$ cat config.mk
export PLATFORM = sky130hd
export DESIGN_NAME = ieeedrv_stepper
export DESIGN_NICKNAME = d
export VERILOG_FILES = /design/src/rtl/ieeedrv_stepper.sv
export SDC_FILE = /design/constraint.sdc
export NUM_CORES = 1
export LEC_CHECK = 0
export ABC_AREA = 0
export ABC_CLOCK_PERIOD_IN_PS = 5200
export BUFFER_PORTS_ARGS = -buffer_cell sky130_fd_sc_hd__buf_2
export CAP_MARGIN = 20
export CORE_ASPECT_RATIO = 1.5
export CORE_MARGIN = 1.5
export CORE_UTILIZATION = 50
export DETAILED_ROUTE_END_ITERATION = 7
export GPL_TIMING_DRIVEN = 0
export PLACE_DENSITY_LB_ADDON = 0.12
export SETUP_SLACK_MARGIN = 0.3
export SLEW_MARGIN = 20
export SYNTH_ARGS = -nofsm -noshare
export SYNTH_HDL_FRONTEND = slang
export SYNTH_SLANG_ARGS = --single-unit
$ cat constraint.sdc
create_clock -name clk_sys -period 5.2 [get_ports clk_sys]
set_input_delay 0.52 -clock clk_sys [delete_from_list [all_inputs] [get_ports clk_sys]]
set_output_delay 0.52 -clock clk_sys [all_outputs]
set_load 0.02 [all_outputs]
$ cat src/rtl/ieeedrv_stepper.sv
// Stepper-phase decoder for the 4040/8250 IEEE drive: tracks head position per sub-drive.
// Optional head-settle counters are built when IEEEDRV_SETTLE_EN is defined.
module ieeedrv_stepper #(
    parameter int          SUBDRV       = 2,
    parameter logic [15:0] SETTLE_TICKS = 16'd3000,
    localparam int         NS           = SUBDRV - 1
) (
    input  logic          clk_sys,
    input  logic          reset_n,
    input  logic          ce,
    input  logic          drv_type,
    input  logic [NS:0]   drv_mtr,
    input  logic [1:0]    stp      [SUBDRV],
    output logic [6:0]    track    [SUBDRV],
    output logic [NS:0]   tr00,
    output logic [NS:0]   settling,
    output logic [NS:0]   step_err
);

    logic [6:0] maxtrk_s;
    assign maxtrk_s = drv_type ? 7'd34 : 7'd76;

    for (genvar d = 0; d < SUBDRV; d++) begin : g_drv
        logic [1:0] last_ph_q, last_ph_d;
        logic [1:0] delta_s;
        logic [6:0] track_q, track_d;
        logic       step_err_q, step_err_d;
        logic       over_s;

        assign delta_s = stp[d] - last_ph_q;
        assign over_s  = (track_q > maxtrk_s);

        // Next-state for phase memory, track position and the error pulse.
        always_comb begin
            last_ph_d  = last_ph_q;
            track_d    = track_q;
            step_err_d = 1'b0;
            if (ce) begin
                last_ph_d  = stp[d];
                step_err_d = (delta_s == 2'd2);
                // A drive-type change that leaves the head beyond the last track wins over any step.
                if (over_s) begin
                    track_d = maxtrk_s;
                end else if (drv_mtr[d]) begin
                    case (delta_s)
                        2'd1:    track_d = (track_q >= maxtrk_s) ? maxtrk_s : track_q + 7'd1;
                        2'd3:    track_d = (track_q == 7'd0) ? 7'd0 : track_q - 7'd1;
                        default: track_d = track_q;
                    endcase
                end else begin
                    track_d = track_q;
                end
            end else begin
                last_ph_d = last_ph_q;
            end
        end

        // Position and status registers.
        always_ff @(posedge clk_sys or negedge reset_n) begin
            if (!reset_n) begin
                last_ph_q  <= 2'd0;
                track_q    <= 7'd0;
                step_err_q <= 1'b0;
            end else begin
                last_ph_q  <= last_ph_d;
                track_q    <= track_d;
                step_err_q <= step_err_d;
            end
        end

        assign track[d]    = track_q;
        assign tr00[d]     = (track_q == 7'd0);
        assign step_err[d] = step_err_q;

`ifdef IEEEDRV_SETTLE_EN
        logic [15:0] settle_cnt_q, settle_cnt_d;
        logic        accept_s;

        // Clamped steps at either end still count as accepted and restart settling.
        assign accept_s = ce && !over_s && drv_mtr[d] && delta_s[0];

        // Settle counter next-state: reload on accepted step, else count down on ce.
        always_comb begin
            settle_cnt_d = settle_cnt_q;
            if (accept_s) begin
                settle_cnt_d = SETTLE_TICKS;
            end else if (ce && (settle_cnt_q != 16'd0)) begin
                settle_cnt_d = settle_cnt_q - 16'd1;
            end else begin
                settle_cnt_d = settle_cnt_q;
            end
        end

        // Settle counter register.
        always_ff @(posedge clk_sys or negedge reset_n) begin
            if (!reset_n) begin
                settle_cnt_q <= 16'd0;
            end else begin
                settle_cnt_q <= settle_cnt_d;
            end
        end

        assign settling[d] = (settle_cnt_q != 16'd0);
`else
        assign settling[d] = 1'b0;
`endif
    end

endmodule

==> results.ini <==
[clock_network]
cts_tree = built
cts_setup_buffers = 0
hold_buffers = 0
path_clk_slew_ns = 0.07
cts_root_buffer = clkbuf_8
htree_levels = 1
cts_buffer_depth = 2
clkLatencyLatePin_ns = 0.25
postCtsResizedCells = 0
cts_buffers = 3
cts.sinks = 20

[synthesis]
synth_area_mm2 = 0.00192
synthArstFlopShare = 1.00
seq_area_frac_synth = 0.261
synth_enable_flop_cells = 0
yosysUniqueCellTypes = 60
synth_cells = 221
ys_ff_latch = 20
avgSynthCellArea_um2 = 8.68
synth-main-ff-cell = dfrtp_1
yosysWarnings = 0

[route]
via_count = 1790
ant_nets = 0
wl_per_cell_um = 16.1
drt_iter0_drc = 37
firstDrtPassIters = 5
route.final.wire_length_mm = 4.74
vias_per_cell = 6.07
drc = 0

[die]
die_area_mm2 = 0.00423
chipWidth_um = 53.6
num_io_pins = 30
core_mm2 = 0.00368
start_util = 0.521
core.rowCount = 27
die_y_um = 78.9

[pwr]
peakVddDrop_mv = 0.283
p_leak_nw = 1.03
power_density_mw_per_mm2 = 547

[timing]
fin_crit_sh = 0.628
rsz0062_at_grt = no
max_slew_margin = 0.628
setup_tns_ns = 0
tightest_slew_ns = 0.558
setup_viol = 0
clock_skew_ns = 0.00127
hold_viol = 0
fmax_ghz = 0.306
fin_crit_ns = 3.27
drv_slew = 0

[worst_setup_path]
critical_path_required_ns = 5.34
arrival_ns = 3.41
rr_endpoint = g_drv[0].track_q[2]
start_kind = input port
cp-startpoint = drv_type
reg2reg_depth = 7
ff2ff_setup_slack_ns = 2.72
r2r_start = g_drv[0].track_q[6]
critPathKind = in -> reg
path_max_fanout = 9
critPathCaptureType = register

[placement]
dp_hpwl_mm = 3.71
gp_congestion = 0.869
place_area_mm2 = 0.00211
portBuffers = 27

[status]
status = complete, no violations

[global_route]
grt_pass1_wl_mm = 8.05
grt_max_degree = 21
grt_pass1_vias = 1799
track_usage = 0.255
grt_overflow_total = 0
antenna_found_initial = 0

[finish]
final_area_mm2 = 0.00215
syn2layout_area_growth_pct = 12.2
antenna_cells = 0
nets = 282
drive_gt1_frac = 0.218

[min_path]
min_path_type = in -> async

[job]
maxCapViolCount = 0

## worst max-delay path by stage
stage	endpoint	slack [ns]
after global placement	g_drv[0].track_q[2]	1.65
after global routing	g_drv[0].track_q[2]	1.69
after CTS	g_drv[0].track_q[2]	1.92
after detailed placement	g_drv[0].track_q[2]	1.66
after floorplan	g_drv[0].track_q[2]	2.54
final	g_drv[0].track_q[2]	1.93
## cell usage after synthesis (3+ instances only)
| library cell | number | share of area |
|---|---|---|
| xnor2_1 | 5 | 0.023 |
| clkbuf_1 | 5 | 0.0098 |
| or2_2 | 3 | 0.0098 |
| mux2_2 | 4 | 0.023 |
| buf_4 | 5 | 0.020 |
| nand2b_1 | 5 | 0.016 |
| nor4_1 | 4 | 0.013 |
| ha_1 | 18 | 0.12 |
| o21ai_0 | 8 | 0.021 |
| nor3_1 | 4 | 0.010 |
| a21oi_1 | 17 | 0.044 |
| and3_1 | 4 | 0.013 |
| nand3_1 | 8 | 0.021 |
| xor2_1 | 7 | 0.032 |
| nand2_1 | 13 | 0.025 |
| nor2b_1 | 3 | 0.0098 |
| o221ai_1 | 3 | 0.014 |
| o211ai_1 | 5 | 0.020 |
| dfrtp_1 | 20 | 0.26 |
| nor2_1 | 14 | 0.027 |
| inv_1 | 14 | 0.027 |
| a22oi_1 | 3 | 0.012 |
## worst max-delay path, stage by stage
cell and delay, ns:
buf_2 0.21, clkbuf_1 0.41, inv_1 0.26, ha_1 0.36, and4b_1 0.26, o21ai_0 0.14
a32oi_2 0.43, nand3b_1 0.33, nor3b_1 0.09, a2111o_1 0.38
## layout make-up
type	instances	area [um2]
plain buffers	14	81.3
clock buffers	3	41.3
fillers	364	1530
inverters	14	52.6
multi-input cells	174	1290
flip-flops and latches	20	500
well taps	43	53.8
repair buffers	27	135
## registers in the layout, summed over array words and instances (netlist names)
signal / cells
g_drv.step_err_q: 2
g_drv.track_q: 14
g_drv.last_ph_q: 4
## layout by cell type (no fill, tap or decap), types with 5 or more instances in the layout
cell / Yosys / routed
o21ai_0: 8 / 8
clkbuf_1: 5 / 5
inv_1: 14 / 14
xnor2_1: 5 / 5
a21oi_1: 17 / 17
nand3_1: 8 / 8
nor2_1: 14 / 14
nand2_1: 13 / 13
buf_2: 1 / 28
ha_1: 18 / 18
buf_4: 5 / 5
o211ai_1: 5 / 5
dfrtp_1: 20 / 20
xor2_1: 7 / 7
nand2b_1: 5 / 5
## stage by stage
stage	hold slack, ns	cells	worst slack (ns)	total power [W]	util
finish	0.209	295	1.93	0.00118	0.585
global route	0.255	295	1.69	0.00129	0.585
CTS	0.225	295	1.92	0.00118	0.585
global placement	0.492	292	1.65	0.00106	0.574
floorplan	0.224	222	2.54	0.000873	-
detailed placement	0.502	292	1.66	0.00107	0.574
## per-layer routing
layer  global-route usage  up-vias  share of wire  routed length (um)
li1                     -      872              -                   -
met1                0.281      863           0.40                1910
met2                0.472       49           0.55                2620
met3               0.0244        6          0.029                 139
met4                0.105        0          0.014                  65
met5                    0        -              0                   0
## cell families after synthesis
group | share of synthesized area
mux | 0.0339
compound gates | 0.226
flops | 0.261
fa+ha+maj | 0.117
simple gates | 0.211
xor+xnor | 0.0789
other cells | 0.00195
buf+inv | 0.0697
## where the power goes
part	internal (W)	total (W)	switching, W
combinational	0.000327	0.000804	0.000477
sequential	0.000207	0.000274	0.0000668
clock	0.0000516	0.000101	0.0000497
Note: power is estimated with default switching activity, not from simulation.
